### config.mk
export PLATFORM = sky130hd
export DESIGN_NAME = axi_slv_rd_arb
export DESIGN_NICKNAME = d
export VERILOG_FILES = /design/src/rtl/axi_slv_rd_arb.sv
export SDC_FILE = /design/constraint.sdc
export NUM_CORES = 1
export LEC_CHECK = 0
export CAP_MARGIN = 0
export CELL_PAD_IN_SITES_DETAIL_PLACEMENT = 1
export CELL_PAD_IN_SITES_GLOBAL_PLACEMENT = 1
export CORE_MARGIN = 5
export CORE_UTILIZATION = 27
export CTS_BUF_LIST = sky130_fd_sc_hd__clkbuf_8
export CTS_CLUSTER_SIZE = 20
export DETAILED_ROUTE_END_ITERATION = 8
export PLACE_DENSITY = 0.91
export SLEW_MARGIN = 20
export SYNTH_ARGS = -nofsm -noshare
export SYNTH_HDL_FRONTEND = slang
export SYNTH_SLANG_ARGS = --single-unit
### constraint.sdc
create_clock -name clk -period 3.55 [get_ports clk]
set_clock_uncertainty 0.15 [all_clocks]
set_input_delay 1.065 -clock clk [delete_from_list [all_inputs] [get_ports clk]]
set_output_delay 1.065 -clock clk [all_outputs]
set_load 0.01 [all_outputs]
### src/rtl/axi_slv_rd_arb.sv
// Round-robin arbiter that shares one in-order memory read port among several read controllers.
// Each issued request's owner is queued in a tag FIFO so results can be steered back in order.
`ifndef AXI_ADDR_WIDTH
`define AXI_ADDR_WIDTH 32
`endif
`ifndef AXI_DATA_WIDTH
`define AXI_DATA_WIDTH 32
`endif

module axi_slv_rd_arb #(
    parameter int REQ_NUM = 2,
    parameter int OST_NUM = 8
) (
    input  logic                                  clk,
    input  logic                                  rst_n,
    input  logic [REQ_NUM-1:0]                    rd_req_en,
    output logic [REQ_NUM-1:0]                    rd_req_ready,
    input  logic [REQ_NUM*`AXI_ADDR_WIDTH-1:0]    rd_base_addr,
    output logic [REQ_NUM-1:0]                    rd_result_en,
    output logic [`AXI_DATA_WIDTH-1:0]            rd_result_data,
    output logic                                  mem_rd_en,
    input  logic                                  mem_rd_ready,
    output logic [`AXI_ADDR_WIDTH-1:0]            mem_rd_addr,
    input  logic                                  mem_rd_vld,
    input  logic [`AXI_DATA_WIDTH-1:0]            mem_rd_data,
    output logic [$clog2(OST_NUM):0]              ost_cnt,
    output logic                                  err_unexp_rsp
);

    localparam int AW    = `AXI_ADDR_WIDTH;
    localparam int DW    = `AXI_DATA_WIDTH;
    localparam int IDX_W = $clog2(REQ_NUM);
    localparam int PTR_W = $clog2(OST_NUM) + 1;

    logic [IDX_W-1:0]   r_rr_ptr;
    logic [PTR_W-1:0]   r_wr_ptr;
    logic [PTR_W-1:0]   r_rd_ptr;
    logic [IDX_W-1:0]   r_tag_mem [OST_NUM];
    logic [REQ_NUM-1:0] r_result_en;
    logic [DW-1:0]      r_result_data;
    logic               r_err;

    logic               w_gnt_vld;
    logic [IDX_W-1:0]   w_gnt_idx;
    logic [IDX_W-1:0]   w_cand;
    logic               w_empty;
    logic               w_full;
    logic               w_issue_ok;
    logic               w_issue;
    logic               w_pop;
    logic [IDX_W-1:0]   w_head_tag;
    logic [REQ_NUM-1:0] w_pop_onehot;
    logic [IDX_W-1:0]   w_rr_next;

    // Search from r_rr_ptr upwards, wrapping; the first active request wins.
    always_comb begin
        w_gnt_vld = 1'b0;
        w_gnt_idx = '0;
        w_cand    = r_rr_ptr;
        for (int k = 0; k < REQ_NUM; k++) begin
            if (!w_gnt_vld && rd_req_en[w_cand]) begin
                w_gnt_vld = 1'b1;
                w_gnt_idx = w_cand;
            end
            w_cand = (w_cand == IDX_W'(REQ_NUM - 1)) ? '0 : w_cand + 1'b1;
        end
    end

    assign w_empty    = (r_wr_ptr == r_rd_ptr);
    assign w_full     = (r_wr_ptr[PTR_W-2:0] == r_rd_ptr[PTR_W-2:0]) &&
                        (r_wr_ptr[PTR_W-1] != r_rd_ptr[PTR_W-1]);
    assign w_issue_ok = mem_rd_ready & ~w_full;
    assign w_issue    = w_gnt_vld & w_issue_ok;
    // A pop only sees entries present before this cycle, so a same-cycle push cannot satisfy it.
    assign w_pop      = mem_rd_vld & ~w_empty;
    assign w_head_tag = r_tag_mem[r_rd_ptr[PTR_W-2:0]];
    assign w_rr_next  = (w_gnt_idx == IDX_W'(REQ_NUM - 1)) ? '0 : w_gnt_idx + 1'b1;

    genvar gi;
    generate
        for (gi = 0; gi < REQ_NUM; gi++) begin : g_req
            assign rd_req_ready[gi] = w_issue & (w_gnt_idx == IDX_W'(gi));
            assign w_pop_onehot[gi] = w_pop & (w_head_tag == IDX_W'(gi));
        end
    endgenerate

    assign mem_rd_en      = w_issue;
    assign mem_rd_addr    = w_gnt_vld ? rd_base_addr[w_gnt_idx*AW +: AW] : '0;
    assign ost_cnt        = r_wr_ptr - r_rd_ptr;
    assign rd_result_en   = r_result_en;
    assign rd_result_data = r_result_data;
    assign err_unexp_rsp  = r_err;

    always_ff @(posedge clk) begin
        if (w_issue) begin
            r_tag_mem[r_wr_ptr[PTR_W-2:0]] <= w_gnt_idx;
        end
    end

    always_ff @(posedge clk or negedge rst_n) begin
        if (!rst_n) begin
            r_rr_ptr      <= '0;
            r_wr_ptr      <= '0;
            r_rd_ptr      <= '0;
            r_result_en   <= '0;
            r_result_data <= '0;
            r_err         <= 1'b0;
        end else begin
            if (w_issue) begin
                r_rr_ptr <= w_rr_next;
                r_wr_ptr <= r_wr_ptr + 1'b1;
            end
            if (w_pop) begin
                r_rd_ptr      <= r_rd_ptr + 1'b1;
                r_result_data <= mem_rd_data;
            end
            r_result_en <= w_pop_onehot;
            if (mem_rd_vld && w_empty) begin
                r_err <= 1'b1;
            end
        end
    end

endmodule

==> key figures, run 1 <==
Setup path
  • CP endpoint kind: output pin
  • R2R Setup Slk: ~1200 ps
  • CP Launch Type: input port
  • Critical Path RT: roughly 2300 ps
  • CP arrival: roughly 2300 ps
  • Setup Crit Path Kind: input port to output pin
  • Worst path top cell family by delay: buffers and inverters
  • Crit path largest cell delay: approximately 260 ps
  • Slowest cell on crit path: dlygate4sd2_1
  • Cells along the critical path: dlygate4sd2_1, a21boi_4, buf_4, buf_4, buf_16, nor2_2, clkdlybuf4s15_2
  • Crit Path Max Fanout: 12
  • FF-to-FF End: rd_result_data[16]
  • R2R depth: 8
  • Worst path buffer plus inverter count: 5
  • Top cell by count, worst path: buf_4
  • Reg-to-reg startpoint: r_wr_ptr[0]

Yosys
  • Most common cell in the netlist: nand2_1
  • Yosys cell types: 37
  • Syn avg cell area: slightly above 8 um^2
  • Commonest cells post-synth: nand2_1 (167), dfrtp_1 (44), o21ai_0 (32), clkbuf_1 (10)
  • Yosys reg bits: 52
  • EDFF count, synth: 8
  • Main synth FF type: dfrtp_1
  • Post-synthesis sequential area ratio: roughly 49%
  • Syn nets: 441
  • Warning count from the yosys run: 0
  • Top cells by area, synth: dfrtp_1 (41%), nand2_1 (23%), edfxtp_1 (8.9%)
  • Post-synthesis cell area: around 0.0027 mm^2
  • Asr flop ratio synth: about 85%
  • Post-Synthesis Cells: around 330
  • Yosys top cell area share: 40.6%
  • Area leader, netlist: dfrtp_1

Routing
  • DRC viols: 0
  • DR iter-0 viols: around 120
  • Vias: between 2k and 3k
  • Final WL: 10.8 mm
  • DRT antenna net count: 0
  • Drt first pass iters: 4
  • Vias per cell: approximately 4.6
  • Routed WL per cell: 16.5 um

Power
  • Sequential group share of total power: between 20% and 30%
  • PD cells: about 700 mW/mm^2
  • Max VDD drop: 0.327 mV
  • Switching Power: 1320 uW
  • Comb power frac: ~60%
  • P_int: approximately 2100 uW
  • Static leakage: around 0.0022 uW
  • Clock power frac: 12.3%
  • Sw Share: 39.0%
  • Total Power: 3380 uW

Floorplan
  • Cell Rows: 36
  • Initial Util: approximately 28%
  • Die height: around 110 um
  • Core area: about 0.0098 mm^2
  • Die area: around 0.012 mm^2
  • Chip width: roughly 110 um
  • Top Ports: around 180

Placed design
  • DP Worst Slack: -498 ps
  • Post-Place Cells: between 600 and 700
  • GPL Wtd Cong: roughly 0.89
  • Port bufs: 175
  • Post-DP HPWL: approximately 8.6 mm

Run
  • Max Cap Viol: 0

Clock tree
  • CTS tree: built
  • Bufs on Longest Clock Path: 2
  • Root Driver: clkbuf_8
  • Total CTS buffers: 5
  • Clk sinks: between 50 and 60
  • H-tree Lvls: 2
  • Clock latency on the worst-skew pair: ~300 ps
  • Clk slew on worst S/H paths: 90 ps

Timing
  • Fmax achieved: about 0.29 GHz
  • Setup TNS: 0 ps
  • RSZ-0062 raised after global routing: false
  • Post-layout worst setup margin: ~55 ps
  • Slew margin rel.: approximately 60%
  • Tcrit/Tclk final: 98.4%
  • Worst-margin pin slew: 571 ps
  • Final min period: 3490 ps
  • Final Setup Violations: 0
  • Final Slew Violations: 0
  • Final Hold Vio Count: 0

Hold path
  • Hold Crit Start: rd_result_data[31]
  • Min-Delay Endpoint: rd_result_data[31]
  • Hold Path Stages: 2
  • Class of the worst hold path: flip-flop to flip-flop

Cells and area
  • Filler cells: roughly 1.2k
  • Syn-to-layout area delta: 77.6%
  • Finished Layout Cells: around 650
  • Fraction of layout cells with a size suffix above 1: 15.0%
  • Net count, final: about 630
  • Inserted Diodes: 0

Global route
  • Largest net degree at the start of global routing: 45
  • Global Route Usage Sum: between 15 and 20%
  • First-pass GRT wire length: 16.8 mm
  • Vias in the first global route: 3311
  • Total grt overflow: 0
  • Antenna violations before repair: 0

Run status
  • Status: finished, final reports clean
==> state kept, by name (all words and copies together) (netlist names) <==
register	flops
rd_result_data	32
r_tag_mem	8
r_rd_ptr	4
r_wr_ptr	4
rd_result_en	2
err_unexp_rsp	1
r_rr_ptr	1
==> through the flow <==
step / instance area [um^2] / util (%) / hold slack (ps)
after floorplan: 2710 / - / 308
after CTS: 4850 / 49.6 / 336
after global placement: 4700 / 48.1 / 307
final: 4810 / 49.3 / 330
after detailed placement: 4700 / 48.1 / 313
after global routing: 4810 / 49.3 / 359
==> worst reg2reg max path: cells and delay by family, from the launching register on <==
family / cells / cell delay [ps]
AOI/OAI and AO/OA: 1 / 480
DFF: 1 / 390
buffers and inverters: 3 / 630
adders and majority gates: 1 / 300
and+or+nand+nor: 3 / 340
==> power groups by stage <==
stage | sequential [uW] | combinational (uW) | clock [uW]
global route | 1020 | 2170 | 457
finish | 986 | 1980 | 418
CTS | 990 | 2030 | 433
detailed placement | 1000 | 2000 | 0
floorplan | 1090 | 796 | 0
global placement | 984 | 1930 | 0
==> kinds of logic (layout without fill, tap and decap cells) <==
logic type	count (synthesis)	count (layout)	synth area share, %
adders and majority gates	6	6	3.05
DFF	52	52	49.5
and+or+nand+nor	186	186	26.9
AOI/OAI and AO/OA	47	47	10.6
buffers and inverters	28	216	4.98
xor gates and xnor gates	10	10	3.51
muxes	4	4	1.52
==> placed cells by master, fill, tap and decap left out, drive strengths merged <==
cell type	count
nand4	1
ha	5
o311a	1
buf	44
clkdlybuf4s50	136
and3	1
nor3	3
clkdlybuf4s15	3
a21boi	3
fa	1
a21o	1
dlygate4sd1	1
mux2	1
xor2	2
a31o	1
o21ai	36
edfxtp	8
nor2b	1
mux2i	3
inv	11
dfrtp	44
nand3	3
dlymetal6s2s	1
dlygate4sd2	10
xnor2	8
nand2	167
a22oi	1
and2	2
nor4	2
o21a	1
bufinv	1
a31oi	1
a21oi	2
nor2	6
clkbuf	9
==> worst max path at each step <==
stage	cells after the start	start	end
floorplan	6	rd_req_en[0]	mem_rd_addr[23]
global placement	5	rd_req_en[0]	mem_rd_addr[23]
detailed placement	6	rd_req_en[0]	mem_rd_addr[23]
CTS	7	rd_req_en[1]	mem_rd_addr[26]
global route	7	rd_req_en[1]	mem_rd_addr[23]
finish	7	rd_req_en[1]	rd_req_ready[0]
==> layer usage <==
layer	routed length, um	up-vias	track usage, %
met5	0	-	0
met2	5650	135	33.4
met1	3850	1416	18.5
met3	1090	12	6.99
li1	-	1434	-
met4	159	0	3.96
==> cell type report <==
type	instances	area (um^2)	share of cell area, %
Tap cell	133	166	3.46
Sequential cell	52	1340	27.9
Multi-Input combinational cell	253	1280	26.7
Inverter	9	33.8	0.702
Clock buffer	5	68.8	1.43
Timing Repair Buffer	199	1870	38.9
Clock inverter	3	45.0	0.936
==> timing repair <==
item                                    4_1_cts  5_1_grt
endpoints found under the setup margin       35       29
pin swaps                                     0        1
endpoints found under the hold margin         0        0
gates resized for setup                     125       22
cloned                                        2        0
setup buffers                                 3        0
hold buffers                                  0        0
No activity file was read; power rests on OpenSTA's default activity.
==> inputs of run 2 (changes only) <==
--- a/config.mk
+++ b/config.mk
@@ -6,14 +6,13 @@
 export NUM_CORES = 1
 export LEC_CHECK = 0
 export CAP_MARGIN = 0
-export CELL_PAD_IN_SITES_DETAIL_PLACEMENT = 1
-export CELL_PAD_IN_SITES_GLOBAL_PLACEMENT = 1
 export CORE_MARGIN = 5
-export CORE_UTILIZATION = 27
+export CORE_UTILIZATION = 40
 export CTS_BUF_LIST = sky130_fd_sc_hd__clkbuf_8
 export CTS_CLUSTER_SIZE = 20
 export DETAILED_ROUTE_END_ITERATION = 8
-export PLACE_DENSITY = 0.91
+export GPL_ROUTABILITY_DRIVEN = 0
+export PLACE_DENSITY = 0.92
 export SLEW_MARGIN = 20
 export SYNTH_ARGS = -nofsm -noshare
 export SYNTH_HDL_FRONTEND = slang
==> key figures, run 2 (synthesized netlist as in run 1, its figures left out) <==
Run status
  • Status: finished, final reports clean

Placed design
  • Port bufs: around 180
  • Post-Place Cells: roughly 590
  • Post-DP HPWL: approximately 7.7 mm

Setup path
  • CP endpoint kind: output pin
  • CP Launch Type: input port
  • Cells along the critical path: dlygate4sd2_1, buf_12, a21boi_4, buf_6, nand2_1, o21ai_0, buf_2
  • Worst path top cell family by delay: buffers and inverters
  • Slowest cell on crit path: dlygate4sd2_1
  • Critical Path RT: approximately 2300 ps
  • Crit Path Max Fanout: 21
  • Crit path largest cell delay: 260 ps
  • Worst path buffer plus inverter count: 4
  • CP arrival: approximately 2300 ps
  • Setup Crit Path Kind: input port to output pin

Timing
  • Fin Hold WS: between 300 and 400 ps
  • Final Setup Violations: 0
  • Final Slew Violations: 0
  • Final min period: roughly 3500 ps
  • RSZ-0062 raised after global routing: false
  • Slew margin rel.: approximately 62%
  • Tcrit/Tclk final: 98.5%
  • Fmax achieved: 0.286 GHz
  • Final Hold Vio Count: 0
  • Worst-margin pin slew: around 560 ps

Cells and area
  • Finished Layout Cells: approximately 590
  • Syn-to-layout area delta: 70.2%
  • Commonest non-fill, non-tap cell in the layout: nand2_1
  • Max FFs per register: 32
  • Fraction of layout cells with a size suffix above 1: roughly an eighth
  • Inserted Diodes: 0
  • Post-layout util: a little under 70%
  • Net count, final: just over 600
  • Most frequent cells in the layout: nand2_1 (167), clkdlybuf4s50_1 (136), dfrtp_1 (43), o21ai_0 (31), buf_2 (21)

Power
  • Static leakage: about 0.0022 uW
  • PD cells: 697 mW/mm^2
  • Total Power: 3220 uW
  • Max VDD drop: approximately 0.32 mV

Run
  • Max Cap Viol: 0

Global route
  • First-pass GRT wire length: about 15 mm
  • Total grt overflow: 0
  • Global Route Usage Sum: 21.8%
  • Antenna violations before repair: 0
  • Largest net degree at the start of global routing: between 40 and 50
  • Vias in the first global route: 3073

Clock tree
  • Clk sinks: between 50 and 60
  • CTS tree: built
  • Bufs on Longest Clock Path: 2
  • Root Driver: clkbuf_8
  • Clk slew on worst S/H paths: approximately 90 ps
  • H-tree Lvls: 2
  • Total CTS buffers: 5
  • Clock latency on the worst-skew pair: 300 ps

Floorplan
  • Die height: about 90 um
  • Cell Rows: 30
  • Top Ports: between 150 and 200
  • Die area: 0.00852 mm^2
  • Core area: about 0.0067 mm^2
  • Chip width: slightly above 90 um
  • Initial Util: about two fifths

Routing
  • Routed WL per cell: 16.0 um
  • Vias: slightly below 3k
  • DRT antenna net count: 0
  • Final WL: between 9 and 10 mm
  • DRC viols: 0
  • DR iter-0 viols: 103
  • Drt first pass iters: 4
  • Vias per cell: roughly 5.0

Hold path
  • Class of the worst hold path: flip-flop to flip-flop
run 2: cell types whose count changed in the layout (fill, tap and decap cells not counted), sizes merged:
cell           delta
buf               -5
dlygate4sd2       -4
clkinv            +1
clkinvlp          +1
clkdlybuf4s15     +4
dlygate4sd1       -1
inv               -2
dlymetal6s2s      -1
run 2: worst paths after layout:
check,from,to,slack [ps],cells past startpoint
min in group asynchronous,rst_n,rd_result_data[19],590,1
min reg2reg,rd_result_data[7],rd_result_data[7],330,2
max in group asynchronous,rst_n,r_wr_ptr[0],2260,1
min,rd_result_data[7],rd_result_data[7],330,2
max,rd_req_en[0],mem_rd_addr[10],50,7
max reg2reg,r_rd_ptr[2],rd_result_data[24],1190,7
run 2: routing by layer:
metal	vias up	track usage, %	part of all wire, %
li1	1421	-	-
met1	1354	21.2	34
met2	151	42.2	54
met3	18	6.17	8.6
met4	0	9.65	3.4
met5	-	0	0
run 2: worst min-delay path, cell delays in order, from the launching register on:
cell     delay, ps
dfrtp_1        350
nand2_1         50
nand2_1         50
run 2: repair_timing:
item | CTS | global route
setup endpoints to repair | 36 | 25
pin swaps | 1 | 1
buffers inserted | 2 | 0
hold buffers | 0 | 0
gates cloned | 1 | 0
endpoints found under the hold margin | 0 | 0
resized for setup | 116 | 22
run 2: power by group:
part | internal, uW | switching [uW] | total (uW)
clock network | 209 | 189 | 397
logic | 914 | 900 | 1810
registers | 847 | 159 | 1010
run 2: layout make-up:
class,instances,area (um^2)
fill,507,2070
timing repair buffer,192,1780
sequential,52,1340
multi-input combinational,253,1250
tap,80,100
clock buffer,5,68.8
clock inverter,3,42.5
inverter,9,33.8
run 2: stage by stage:
stage | TNS (ps) | instance area [um^2] | setup WS (ps)
after floorplan | 0 | 2710 | 285
after global placement | -14100 | 4610 | -467
after detailed placement | -15320 | 4610 | -489
after CTS | -17.5 | 4670 | -14.0
after global routing | 0 | 4610 | 1.02
final | 0 | 4610 | 54.8
